--- config.mk ---
export PLATFORM = sky130hd
export DESIGN_NAME = led_scan
export DESIGN_NICKNAME = d
export VERILOG_FILES = /design/src/rtl/led_pkg.sv /design/src/rtl/led_hex7.sv /design/src/rtl/led_scan.sv
export SDC_FILE = /design/constraint.sdc
export NUM_CORES = 1
export LEC_CHECK = 0
export BUFFER_PORTS_ARGS = -buffer_cell sky130_fd_sc_hd__buf_2
export CORE_MARGIN = 2
export CORE_UTILIZATION = 40
export CTS_BUF_LIST = sky130_fd_sc_hd__clkbuf_16
export DETAILED_ROUTE_END_ITERATION = 16
export GPL_TIMING_DRIVEN = 0
export PLACE_DENSITY = 0.67
export SETUP_SLACK_MARGIN = 0.4
export SLEW_MARGIN = 30
export SYNTH_ARGS = -nofsm -noshare
export SYNTH_HDL_FRONTEND = slang
export SYNTH_HIERARCHICAL = 1
export SYNTH_SLANG_ARGS = --single-unit
--- constraint.sdc ---
create_clock -name clk -period 5.7 [get_ports clk]
set_input_delay 1.14 -clock clk [delete_from_list [all_inputs] [get_ports clk]]
set_output_delay 1.14 -clock clk [all_outputs]
set_load 0.005 [all_outputs]
--- src/rtl/led_pkg.sv ---
// Shared types and constants for the multiplexed seven-segment display driver.
// Segment vectors are ordered {a,b,c,d,e,f,g} (bit 6 = a, bit 0 = g), active-high.
package led_pkg;

    typedef logic [6:0] seg7_t;

    localparam seg7_t SEG_BLANK = 7'b0000000;

    // Hex glyphs 0..F in {a..g} order.
    localparam seg7_t SEG_HEX [16] = '{
        7'h7E, 7'h30, 7'h6D, 7'h79, 7'h33, 7'h5B, 7'h5F, 7'h70,
        7'h7F, 7'h7B, 7'h77, 7'h1F, 7'h4E, 7'h3D, 7'h4F, 7'h47
    };

endpackage

--- src/rtl/led_hex7.sv ---
// Combinational hex nibble to seven-segment glyph decoder.
// Ports:
//   nibble_i  4-bit hex value
//   seg_o     glyph {a..g}, active-high
module led_hex7
    import led_pkg::*;
(
    input  logic [3:0] nibble_i,
    output seg7_t      seg_o
);

    assign seg_o = SEG_HEX[nibble_i];

endmodule

--- src/rtl/led_scan.sv ---
// Time-multiplexed driver for DIGITS common-cathode seven-segment digits.
// A prescaler produces one tick every DIV clocks; each tick advances the scanned digit.
// Display values live in a shadow register loaded by a one-cycle strobe. Outputs are
// registered from next-state index/shadow, so pins follow tick/load by one clock.
// Optional build macro: LED_DP_EN adds per-digit decimal point input dp and output seg_dp.
// Ports:
//   clk      system clock
//   rst_n    asynchronous active-low reset
//   data     4*DIGITS hex nibbles, nibble i shown on digit i (digit 0 least significant)
//   load     strobe, captures data (and dp) into the shadow register
//   blank    high = all digits dark, scanning continues underneath
//   lzs      high = leading-zero suppression (digit 0 never suppressed)
//   dp       (LED_DP_EN only) per-digit decimal point, captured on load
//   seg_dp   (LED_DP_EN only) decimal point of the scanned digit, registered
//   seg      {a..g} active-high, registered
//   led_sel  active-low one-hot digit select, registered
module led_scan
    import led_pkg::*;
#(
    parameter int unsigned DIGITS = 4,
    parameter int unsigned DIV    = 50000
) (
    input  logic                  clk,
    input  logic                  rst_n,
    input  logic [4*DIGITS-1:0]   data,
    input  logic                  load,
    input  logic                  blank,
    input  logic                  lzs,
`ifdef LED_DP_EN
    input  logic [DIGITS-1:0]     dp,
    output logic                  seg_dp,
`endif
    output seg7_t                 seg,
    output logic [DIGITS-1:0]     led_sel
);

    localparam int unsigned CW = (DIV > 1) ? $clog2(DIV) : 1;
    localparam int unsigned IW = (DIGITS > 1) ? $clog2(DIGITS) : 1;

    logic [CW-1:0]         cnt_q, cnt_d;
    logic [IW-1:0]         idx_q, idx_d;
    logic [4*DIGITS-1:0]   shadow_q, shadow_d;
    seg7_t                 seg_q, seg_d;
    logic [DIGITS-1:0]     led_sel_q, led_sel_d;
    logic                  tick;
    logic [3:0]            nib_sel;
    logic                  sup;
    logic [DIGITS:0]       zero_up;
    seg7_t                 hex_seg;

    assign tick = (cnt_q == CW'(DIV - 1));

    always_comb begin
        cnt_d    = tick ? '0 : cnt_q + 1'b1;
        idx_d    = idx_q;
        if (tick) begin
            idx_d = (idx_q == IW'(DIGITS - 1)) ? '0 : idx_q + 1'b1;
        end
        shadow_d = load ? data : shadow_q;
    end

    // zero_up[i]: nibbles i..DIGITS-1 of the next shadow value are all zero.
    always_comb begin
        zero_up         = '0;
        zero_up[DIGITS] = 1'b1;
        for (int i = DIGITS - 1; i >= 0; i--) begin
            zero_up[i] = zero_up[i+1] & (shadow_d[4*i +: 4] == 4'h0);
        end
    end

    // Select the nibble for the next scanned digit and decide suppression.
    always_comb begin
        nib_sel = 4'h0;
        sup     = 1'b0;
        for (int i = 0; i < DIGITS; i++) begin
            if (idx_d == IW'(i)) begin
                nib_sel = shadow_d[4*i +: 4];
                sup     = lzs && (i != 0) && zero_up[i];
            end
        end
    end

    led_hex7 u_hex7 (
        .nibble_i (nib_sel),
        .seg_o    (hex_seg)
    );

    // A suppressed digit keeps its select so scan timing is unchanged.
    always_comb begin
        seg_d     = (blank || sup) ? SEG_BLANK : hex_seg;
        led_sel_d = '1;
        if (!blank) begin
            for (int i = 0; i < DIGITS; i++) begin
                led_sel_d[i] = (idx_d != IW'(i));
            end
        end
    end

    always_ff @(posedge clk or negedge rst_n) begin
        if (!rst_n) begin
            cnt_q     <= '0;
            idx_q     <= '0;
            shadow_q  <= '0;
            seg_q     <= SEG_BLANK;
            led_sel_q <= '1;
        end else begin
            cnt_q     <= cnt_d;
            idx_q     <= idx_d;
            shadow_q  <= shadow_d;
            seg_q     <= seg_d;
            led_sel_q <= led_sel_d;
        end
    end

    assign seg     = seg_q;
    assign led_sel = led_sel_q;

`ifdef LED_DP_EN
    logic [DIGITS-1:0] dp_q, dp_d;
    logic              seg_dp_q, seg_dp_d;

    always_comb begin
        dp_d     = load ? dp : dp_q;
        seg_dp_d = 1'b0;
        for (int i = 0; i < DIGITS; i++) begin
            if (idx_d == IW'(i)) begin
                seg_dp_d = dp_d[i];
            end
        end
        if (blank) begin
            seg_dp_d = 1'b0;
        end
    end

    always_ff @(posedge clk or negedge rst_n) begin
        if (!rst_n) begin
            dp_q     <= '0;
            seg_dp_q <= 1'b0;
        end else begin
            dp_q     <= dp_d;
            seg_dp_q <= seg_dp_d;
        end
    end

    assign seg_dp = seg_dp_q;
`endif

endmodule

==> impl_metrics.env, run 1 <==
export IMPL_status="finished, final reports clean"
export IMPL_p_leak_nw=1.353
export IMPL_setup_violations=0
export IMPL_cts_tree="done"
export IMPL_syn2layout_area_growth_pct=17.51
export IMPL_grt_first_pass_wirelength_um=7148
export IMPL_syn_area_um2=2343
export IMPL_min_path_type="flop to flop"
export IMPL_finalMaxSlewViolations=0
export IMPL_cts_sinks=45
export IMPL_syn_nets=224
export IMPL_dieWidth_um=80.54
export IMPL_drive_gt1_frac=0.3219
export IMPL_worst_slew_pin_slew_ns=0.5196
export IMPL_synthSimpleGateAreaFrac=0.1522
export IMPL_wire_per_inst_um=13.63
export IMPL_dieArea_um2=6487
export IMPL_drc=0
export IMPL_startpoint_type="input pin"
export IMPL_cts_repair_resized=0
export IMPL_synthXorXnorAreaFrac=0.05232
export IMPL_post_cts_setup_buffers=0
export IMPL_synth_cells=194
export IMPL_synth_top_family_by_area="multiplexers"
export IMPL_yosys_warnings=6
export IMPL_synth_most_common_cell="dfrtp_1"
export IMPL_dr_pass1_iters=4
export IMPL_ys_top_cells_by_count="dfrtp_1, mux2i_1, nor2_1, mux2_2, xor2_1"
export IMPL_rsz0062_at_grt="no"
export IMPL_io_pins=32
export IMPL_clock_path_buffers=2
export IMPL_grt_pass1_vias=1518
export IMPL_antenna_found_initial=0
export IMPL_cts_buffers_inserted=5
export IMPL_synth_cell_type_count=40
export IMPL_avgSynthCellArea_um2=12.08
export IMPL_ys_ff_latch=45
export IMPL_path_cells="buf_2 > buf_4 > buf_2 > mux2_2 > mux2i_1 > mux2i_1 > inv_1 > ha_1 > inv_1 > mux4_1 > nor3b_1"
export IMPL_place_worst_setup_slack_ns=1.924
export IMPL_synth_edff_count=0
export IMPL_synth_compound_area_frac=0.04164
export IMPL_clk_latency_ns=0.28
export IMPL_die_h_um=80.54
export IMPL_setup_tns_ns=0
export IMPL_viasPerCell=5.043
export IMPL_synth_fa_ha_area_frac=0.04805
export IMPL_grt_overflow=0
export IMPL_antenna_cells=0
export IMPL_grt_max_degree=46
export IMPL_synth_area_top_cells="dfrtp_1, mux2_2, mux2i_1, ha_1, dfstp_2"
export IMPL_cts_root_buf="clkbuf_16"
export IMPL_crit_buf_inv=5
export IMPL_critical_path_required_ns=5.84
export IMPL_vdd_drop_max_mv=0.1753
export IMPL_place_congestion=0.8000
export IMPL_vias=1538
export IMPL_io_buffers=31
export IMPL_htree_levels=2
export IMPL_max_slew_margin_rel=0.6437
export IMPL_row_count=27
export IMPL_critPathSlowestCell="mux4_1"
export IMPL_drt_wl_total_um=4156
export IMPL_cp_data_arrival_time_ns=3.62
export IMPL_synth_top_area_frac=0.4378
export IMPL_ant_nets=0
export IMPL_skew_ns=0.005779
export IMPL_synth_top_area_cell="dfrtp_1"
export IMPL_finalNetCount=262
export IMPL_path_max_fanout=10
export IMPL_synth_main_ff_cell="dfrtp_1"
export IMPL_p_per_area_nw_per_um2=272.8
export IMPL_grt_usage=0.1431
export IMPL_fmax_mhz=287.6
export IMPL_path_delay_family="multiplexers"
export IMPL_drtIter0Drc=69
export IMPL_timing_final_ws_setup_ns=2.223
export IMPL_ys_seq_area_frac=0.4826
export IMPL_initial_core_util=0.4204
export IMPL_muxShareOfSynthArea=0.1837
export IMPL_drv_cap=0
export IMPL_n_fill_cell=514
export IMPL_period_share=0.6099
export IMPL_async_flop_share=1.000
export IMPL_core_area_um2=5574
export IMPL_critPathKind="input pin to flop"
export IMPL_postCtsHoldBufs=0
export IMPL_period_needed_ns=3.477
export IMPL_critPathMaxStageDelay_ns=0.47
export IMPL_crit_path_end_kind="flop"
export IMPL_hold_violations=0
export IMPL_dp_hpwl_um=3129
export IMPL_clkTransAtPathRegs_ns=0.06
-- cells in the final DEF, fill, tap and decap left out, types with 2 or more instances in the layout --
cell type	n
dfrtp_1	41
buf_2	32
nor2_1	16
mux2i_1	16
mux2_2	15
inv_1	10
xor2_1	10
nand3_1	9
ha_1	9
nor3b_1	8
nor3_1	7
nand2_1	6
clkbuf_16	5
a21oi_1	4
xnor2_1	4
dfstp_2	4
and3_1	3
buf_6	3
mux2i_4	2
inv_2	2
buf_4	2
mux2_4	2
nand4_1	2
nor2b_1	2
-- sequential cells by signal (all words and copies together) (netlist names) --
| signal | flops |
|---|---|
| led_sel | 4 |
| seg | 7 |
| idx_q | 2 |
| cnt_q | 16 |
| shadow_q | 16 |
-- through the flow --
step | hold slack [ns] | total power, W | cells | area [µm²] | util
global route | 0.5083 | 0.0007888 | 305 | 2754 | 0.4941
floorplan | 0.4513 | 0.0004089 | 194 | 2344 | -
global placement | 0.4715 | 0.0004416 | 297 | 2589 | 0.4644
CTS | 0.4893 | 0.0007633 | 305 | 2754 | 0.4941
finish | 0.4803 | 0.0007514 | 305 | 2754 | 0.4941
detailed placement | 0.4806 | 0.0004434 | 297 | 2591 | 0.4649
-- logic make-up (layout without fill, tap and decap cells) --
logic type / Yosys count / count (layout)
simple gates: 62 / 62
flops: 45 / 45
buf+inv: 17 / 56
mux: 36 / 36
xor+xnor: 14 / 14
fa+ha+maj: 9 / 9
compound gates: 11 / 11
-- layout make-up --
cell class	count	area [µm²]	share of cell area
inverter	11	41.29	0.01499
multi-input combinational	132	1120	0.4066
sequential	45	1131	0.4107
tap	72	90.09	0.03271
buffer	6	51.30	0.01863
clock inverter	3	37.54	0.01363
timing repair buffer	31	157.7	0.05725
clock buffer	5	125.1	0.04543
-- layer usage --
| metal | track usage | vias to the layer above | part of all wire |
|---|---|---|---|
| met5 | 0 | - | 0 |
| li1 | - | 759 | - |
| met3 | 0.03034 | 2 | 0.022 |
| met4 | 0.03559 | 0 | 0.0055 |
| met2 | 0.2408 | 18 | 0.50 |
| met1 | 0.1875 | 759 | 0.47 |
-- worst register-to-register path, delay by kind of cell, from the launching register on --
family / cells / cell delay [ns]
buffers and inverters: 2 / 0.35
flip-flops: 1 / 0.38
adder cells (fa/ha/maj): 2 / 0.55
multiplexers: 3 / 1.38
AND/OR/NAND/NOR: 3 / 0.67
-- power breakdown --
part / leakage (nW) / internal, W / switching [W]
clock network: 0.0826 / 0.000204 / 0.000111
logic: 0.717 / 0.0000467 / 0.0000467
registers: 0.553 / 0.000337 / 0.00000568
total: 1.35 / 0.000588 / 0.000164
-- final timing paths --
| path | from | to | slack, ns | cells after the start |
|---|---|---|---|---|
| min in group asynchronous | rst_n | cnt_q[3]$_DFF_PN0_ | 0.85 | 1 |
| min | cnt_q[0]$_DFF_PN0_ | cnt_q[0]$_DFF_PN0_ | 0.48 | 1 |
| min reg2reg | cnt_q[0]$_DFF_PN0_ | cnt_q[0]$_DFF_PN0_ | 0.48 | 1 |
| max reg2reg | cnt_q[0]$_DFF_PN0_ | seg[3]$_DFF_PN0_ | 2.23 | 10 |
| max in group asynchronous | rst_n | led_sel[3]$_DFF_PN1_ | 4.46 | 1 |
| max | load | seg[3]$_DFF_PN0_ | 2.22 | 11 |
No activity file was read; power rests on OpenSTA's default activity.
==> run 2, diff against run 1 <==
--- a/config.mk
+++ b/config.mk
@@ -11,7 +11,7 @@
 export CTS_BUF_LIST = sky130_fd_sc_hd__clkbuf_16
 export DETAILED_ROUTE_END_ITERATION = 16
 export GPL_TIMING_DRIVEN = 0
-export PLACE_DENSITY = 0.67
+export PLACE_DENSITY = 0.69
 export SETUP_SLACK_MARGIN = 0.4
 export SLEW_MARGIN = 30
 export SYNTH_ARGS = -nofsm -noshare
==> constraint.sdc (replaced) <==
create_clock -name clk -period 2.9 [get_ports clk]
set_input_delay 0.58 -clock clk [delete_from_list [all_inputs] [get_ports clk]]
set_output_delay 0.58 -clock clk [all_outputs]
set_load 0.005 [all_outputs]
==> run 2 against run 1 <==
  * Clock-buffer cell count unchanged
  * Sequential power is 97% higher
  * Clock skew up 0.0012 ns
  * Utilization grew 5.5 points
  * Die area stayed put
  * Critical path type is now flop to flop
  * Power grew 100%
  * Register-to-register slack lost 2.2 ns
  * Wire length grew 6.5%
==> impl_metrics.env, run 2 (synthesis gave the netlist of run 1 again) <==
export IMPL_grt_usage=0.1550
export IMPL_wire_per_inst_um=13.79
export IMPL_io_buffers=31
export IMPL_postCtsHoldBufs=0
export IMPL_cts_buffers_inserted=5
export IMPL_comb_power_share=0.158
export IMPL_finalNetCount=278
export IMPL_final_cell_mix="dfrtp_1, buf_2, nor2_1"
export IMPL_initial_core_util=0.4204
export IMPL_dp_hpwl_um=3114
export IMPL_place_worst_setup_slack_ns=-0.3188
export IMPL_p_per_area_nw_per_um2=502.3
export IMPL_path_delay_family="multiplexers"
export IMPL_status="finished, final reports clean"
export IMPL_htree_levels=2
export IMPL_vdd_drop_max_mv=0.3279
export IMPL_skew_ns=0.007020
export IMPL_critical_path_required_ns=3.04
export IMPL_path_max_fanout=5
export IMPL_grt_pass1_vias=1617
export IMPL_period_needed_ns=2.893
export IMPL_core_area_um2=5574
export IMPL_syn2layout_area_growth_pct=30.65
export IMPL_fin_util=0.5493
export IMPL_reg2reg_to="seg[3]$_DFF_PN0_"
export IMPL_place_congestion=0.7603
export IMPL_period_share=0.9977
export IMPL_cts_tree="done"
export IMPL_fmax_mhz=345.6
export IMPL_grt_first_pass_wirelength_um=7728
export IMPL_drt_wl_total_um=4428
export IMPL_antenna_cells=0
export IMPL_drc=0
export IMPL_critPathSlowestCell="mux4_2"
export IMPL_cp_data_arrival_time_ns=3.03
export IMPL_min_path_type="input pin to asynchronous set/reset pin"
export IMPL_n_fill_cell=467
export IMPL_drv_cap=0
export IMPL_path_cells="ha_2 > and3_4 > and4_4 > buf_8 > mux2i_4 > mux2i_4 > buf_4 > ha_4 > inv_1 > mux4_2 > nor3b_1"
export IMPL_startpoint_type="flop"
export IMPL_max_slew_margin_rel=0.5981
export IMPL_critPathMaxStageDelay_ns=0.44
export IMPL_worst_slew_pin_slew_ns=0.5992
export IMPL_clk_latency_ns=0.28
export IMPL_worstReg2RegStart="cnt_q[0]$_DFF_PN0_"
export IMPL_p_seq_frac=0.438
export IMPL_grt_max_degree=46
export IMPL_clkPwrFrac=0.404
export IMPL_switchingPower_w=0.0003478
export IMPL_hold_violations=0
export IMPL_rsz0062_at_grt="yes"
export IMPL_cts_sinks=45
export IMPL_p_int_w=0.001190
export IMPL_clkTransAtPathRegs_ns=0.06
export IMPL_crit_path_end_kind="flop"
export IMPL_p_sw_frac=0.2261
export IMPL_critPathKind="flop to flop"
export IMPL_finalMaxSlewViolations=0
export IMPL_drive_gt1_frac=0.4538
export IMPL_rrSetupSlack_ns=0.007
export IMPL_r2r_cells=11
export IMPL_p_leak_nw=1.391
export IMPL_setup_violations=0
export IMPL_final_common_cell="dfrtp_1"
export IMPL_die_h_um=80.54
export IMPL_worst_path_most_repeated_cell="mux2i_4"
export IMPL_io_pins=32
export IMPL_viasPerCell=4.944
export IMPL_antenna_found_initial=0
export IMPL_ant_nets=0
export IMPL_crit_buf_inv=3
export IMPL_row_count=27
export IMPL_dieWidth_um=80.54
export IMPL_timing_final_ws_setup_ns=0.006636
export IMPL_setup_tns_ns=0
export IMPL_vias=1587
export IMPL_grt_overflow=0
export IMPL_dr_pass1_iters=4
export IMPL_drtIter0Drc=44
export IMPL_cts_root_buf="clkbuf_16"
export IMPL_clock_path_buffers=2
export IMPL_dieArea_um2=6487
[run 2: changes by cell type in the layout (fill, tap and decap cells not counted), moves of 2 or more]
cell     delta
buf_4      +12
buf_6       +3
buf_8       +2
ha_1        -6
ha_2        +4
ha_4        +2
inv_1       -2
mux2i_1    -10
mux2i_2     +2
mux2i_4     +8
[run 2: power groups by stage]
stage | registers (W) | logic, W | clock network [W]
floorplan | 0.000685 | 0.000137 | 0
global route | 0.000677 | 0.000271 | 0.000668
detailed placement | 0.000685 | 0.000207 | 0
finish | 0.000674 | 0.000243 | 0.000621
CTS | 0.000674 | 0.000235 | 0.000635
global placement | 0.000684 | 0.000203 | 0
[run 2: metrics by stage]
stage | total power [W] | area [µm²] | cells | hold slack, ns
finish | 0.001538 | 3062 | 321 | 0.2902
global route | 0.001615 | 3062 | 321 | 0.3439
global placement | 0.0008878 | 2666 | 297 | 0.4693
floorplan | 0.0008218 | 2421 | 194 | 0.2844
detailed placement | 0.0008918 | 2669 | 297 | 0.4818
CTS | 0.001544 | 3005 | 317 | 0.3152
[run 2: final cells by class]
class,count,area [µm²],area share
buffer,6,61.31,0.02002
clock buffer,5,125.1,0.04087
clock inverter,3,37.54,0.01226
inverter,11,43.79,0.01430
multi-input combinational,132,1276,0.4168
sequential,45,1131,0.3694
tap,72,90.09,0.02942
timing repair buffer,47,296.5,0.09685
[run 2: repair_timing]
item	4_1_cts	5_1_grt
pin swaps	2	2
resized for setup	16	6
buffers inserted	12	4
setup endpoints to repair	7	7
[run 2: layer usage]
layer	vias up	routed length (µm)	track usage
li1	783	-	-
met1	773	2036	0.1997
met2	22	2208	0.2558
met3	9	114	0.03483
met4	0	68	0.05424
met5	-	0	0
[run 2: worst max-delay path by stage]
stage / cells past startpoint / end / start / slack [ns]
2_1_floorplan: 12 / seg[3]$_DFF_PN0_ / cnt_q[0]$_DFF_PN0_ / -0.06
3_3_place_gp: 10 / seg[3]$_DFF_PN0_ / cnt_q[0]$_DFF_PN0_ / -0.30
3_5_place_dp: 10 / seg[3]$_DFF_PN0_ / cnt_q[0]$_DFF_PN0_ / -0.32
4_1_cts: 11 / seg[3]$_DFF_PN0_ / cnt_q[0]$_DFF_PN0_ / -0.005
5_1_grt: 11 / seg[3]$_DFF_PN0_ / cnt_q[0]$_DFF_PN0_ / -0.15
6_report: 11 / seg[3]$_DFF_PN0_ / cnt_q[0]$_DFF_PN0_ / 0.007
==> run 3, diff against run 2 <==
--- a/config.mk
+++ b/config.mk
@@ -5,6 +5,7 @@
 export SDC_FILE = /design/constraint.sdc
 export NUM_CORES = 1
 export LEC_CHECK = 0
+export ABC_AREA = 1
 export BUFFER_PORTS_ARGS = -buffer_cell sky130_fd_sc_hd__buf_2
 export CORE_MARGIN = 2
 export CORE_UTILIZATION = 40
==> run 3 against run 2 <==
  * Clock-buffer cell count is the same
  * Design area shrank 0.29%
  * Via count grew 27%
  * Global-route usage shrank 0.33 points
  * Register-to-register slack gained 0.58 ns
  * Synthesized area grew 7.8%
  * Power shrank 10%
  * Die area grew 7.5%
  * Critical path type unchanged
  * Critical endpoint unchanged
==> impl_metrics.env, run 3 <==
export IMPL_min_path_type="input pin to asynchronous set/reset pin"
export IMPL_ys_seq_area_frac=0.4475
export IMPL_status="finished, final reports clean"
export IMPL_worstReg2RegStart="cnt_q[5]$_DFF_PN0_"
export IMPL_grt_overflow=0
export IMPL_clkTransAtPathRegs_ns=0.06
export IMPL_finalInstanceArea_um2=3053
export IMPL_cp_endpoint="seg[3]$_DFF_PN0_"
export IMPL_path_cells="nor2_2 > nand2_1 > nor2_4 > nand2_4 > nand2_2 > o21ai_4 > nor2_4 > nand2_1 > nand4_1 > inv_2 > ha_1 > nand2_1 > o21ai_1 > nand2_1 > nand2_1 > inv_1 > nor2_2"
export IMPL_crit_path_end_kind="flop"
export IMPL_syn2layout_area_growth_pct=20.79
export IMPL_syn_nets=349
export IMPL_place_congestion=0.8791
export IMPL_rrSetupSlack_ns=0.59
export IMPL_synth_top_area_cell="dfrtp_1"
export IMPL_seq_area_um2=1139
export IMPL_async_flop_share=1.000
export IMPL_worst_slew_pin_slew_ns=0.5516
export IMPL_viasPerCell=4.562
export IMPL_synth_cells=319
export IMPL_placed_area_um2=2779
export IMPL_synth_area_top_cells="dfrtp_1, nand2_1, inv_1, ha_1, dfstp_2"
export IMPL_htree_levels=2
export IMPL_antenna_found_initial=0
export IMPL_cts_sinks=45
export IMPL_synth_main_ff_cell="dfrtp_1"
export IMPL_grt_pass1_vias=1921
export IMPL_drtIter0Drc=101
export IMPL_drt_wl_total_um=4855
export IMPL_grt_first_pass_wirelength_um=8756
export IMPL_syn_area_um2=2527
export IMPL_n_fill_cell=587
export IMPL_period_needed_ns=2.311
export IMPL_startpoint_type="flop"
export IMPL_core_area_um2=6026
export IMPL_clk_latency_ns=0.28
export IMPL_setup_violations=0
export IMPL_synth_top_area_frac=0.4059
export IMPL_skew_ns=0.002847
export IMPL_reg2reg_to="seg[3]$_DFF_PN0_"
export IMPL_ant_nets=0
export IMPL_critPathSlowestCell="dfrtp_2"
export IMPL_wire_per_inst_um=10.96
export IMPL_finalMaxSlewViolations=0
export IMPL_drv_cap=0
export IMPL_startpoint="cnt_q[5]$_DFF_PN0_"
export IMPL_dp_hpwl_um=3626
export IMPL_initial_core_util=0.4194
export IMPL_ys_ff_latch=45
export IMPL_vias=2021
export IMPL_setup_tns_ns=0
export IMPL_drive_gt1_frac=0.3016
export IMPL_r2r_cells=17
export IMPL_final_cell_mix="nand2_1, inv_1, dfrtp_1"
export IMPL_period_share=0.7967
export IMPL_vdd_drop_max_mv=0.2386
export IMPL_p_per_area_nw_per_um2=451.6
export IMPL_critPathKind="flop to flop"
export IMPL_clock_path_buffers=2
export IMPL_fmax_mhz=432.8
export IMPL_postCtsHoldBufs=0
export IMPL_synth_most_common_cell="nand2_1"
export IMPL_finalNetCount=397
export IMPL_synth_cell_type_count=30
export IMPL_io_buffers=31
export IMPL_dr_pass1_iters=6
export IMPL_ys_top_cells_by_count="nand2_1, inv_1, dfrtp_1, nor2_1, nand3_1"
export IMPL_cts_buffers_inserted=5
export IMPL_dieArea_um2=6971
export IMPL_max_slew_margin_rel=0.6323
export IMPL_rsz0062_at_grt="no"
export IMPL_grt_usage=0.1517
export IMPL_yosys_warnings=6
export IMPL_antenna_cells=0
export IMPL_synth_edff_count=0
export IMPL_row_count=28
export IMPL_stdcell_count=443
export IMPL_final_common_cell="nand2_1"
export IMPL_p_leak_nw=1.581
export IMPL_io_pins=32
export IMPL_worst_path_most_repeated_cell="nand2_1"
export IMPL_cts_root_buf="clkbuf_16"
export IMPL_dp_cells=425
export IMPL_die_h_um=83.49
export IMPL_cp_data_arrival_time_ns=2.49
export IMPL_drc=0
export IMPL_critPathMaxStageDelay_ns=0.45
export IMPL_critical_path_required_ns=3.08
export IMPL_avgSynthCellArea_um2=7.923
export IMPL_dieWidth_um=83.49
export IMPL_hold_violations=0
export IMPL_cts_tree="done"
export IMPL_multi_input_area_um2=1245
export IMPL_path_max_fanout=6
export IMPL_grt_max_degree=46
-- run 3: cell types whose count changed after synthesis, sizes merged, moves of 8 or more --
cell   change
mux2      -17
mux2i     -18
nand2    +118
nand3      +8
inv       +33
nor2      +19
o21ai     +12
nor3b      -8
-- run 3: per-layer routing --
layer	global-route usage	share of wire
met1	0.2186	0.51
met2	0.2258	0.43
met3	0.03759	0.046
met4	0.04692	0.0049
met5	0	0
-- run 3: logic make-up (layout without fill, tap and decap cells) --
family                     count (synthesis)  in the layout  synth area share
xor gates and xnor gates                   6              6           0.02079
AOI/OAI and AO/OA                         17             17           0.03862
DFF                                       45             45            0.4475
buffers and inverters                     50             99           0.08069
and+or+nand+nor                          192            192            0.3678
adders and majority gates                  9              9           0.04456
-- run 3: timing repair --
item,CTS,global route
resized for setup,5,17
setup endpoints to repair,3,6
setup buffers,2,8
pin swaps,2,10
-- run 3: worst min-delay path by stage --
stage / startpoint / to / slack [ns] / cells after the start
detailed placement: cnt_q[0]$_DFF_PN0_ / cnt_q[0]$_DFF_PN0_ / 0.46 / 1
global route: rst_n / cnt_q[0]$_DFF_PN0_ / 0.35 / 1
floorplan: rst_n / cnt_q[0]$_DFF_PN0_ / 0.28 / 0
global placement: cnt_q[0]$_DFF_PN0_ / cnt_q[0]$_DFF_PN0_ / 0.45 / 1
finish: rst_n / shadow_q[8]$_DFF_PN0_ / 0.29 / 1
CTS: rst_n / shadow_q[8]$_DFF_PN0_ / 0.32 / 1
-- run 3: per-stage QoR --
| stage | setup WS, ns | util | total power [W] | hold WS [ns] |
|---|---|---|---|---|
| detailed placement | 0.2822 | 0.4612 | 0.0008517 | 0.4595 |
| global route | 0.4076 | 0.5066 | 0.001450 | 0.3458 |
| CTS | 0.4702 | 0.4904 | 0.001398 | 0.3155 |
| finish | 0.5894 | 0.5066 | 0.001379 | 0.2853 |
| global placement | 0.3205 | 0.4608 | 0.0008480 | 0.4478 |
| floorplan | 0.6095 | - | 0.0007901 | 0.2844 |
-- run 3: area by class of cell --
cell class              instances  share of cell area
plain buffers                   4            0.009426
clock buffers                   5             0.04098
clock inverters                 3            0.004508
inverters                      46             0.05738
multi-input cells             224              0.4078
flip-flops and latches         45              0.3729
well taps                      75             0.03074
repair buffers                 41             0.07623
-- run 3: report_power, final --
| part | internal, W | switching (W) |
|---|---|---|
| Sequential | 0.000659 | 0.00000755 |
| Clock | 0.000313 | 0.000223 |
| Combinational | 0.0000656 | 0.000110 |
| Total | 0.00104 | 0.000341 |
-- run 3: worst max-delay path: cells and delay by family (launching register included) --
family | cells | cell delay (ns)
AND/OR/NAND/NOR | 12 | 1.18
flip-flops | 1 | 0.45
adder cells (fa/ha/maj) | 1 | 0.28
AO/OA/AOI/OAI | 2 | 0.17
buffers and inverters | 2 | 0.12
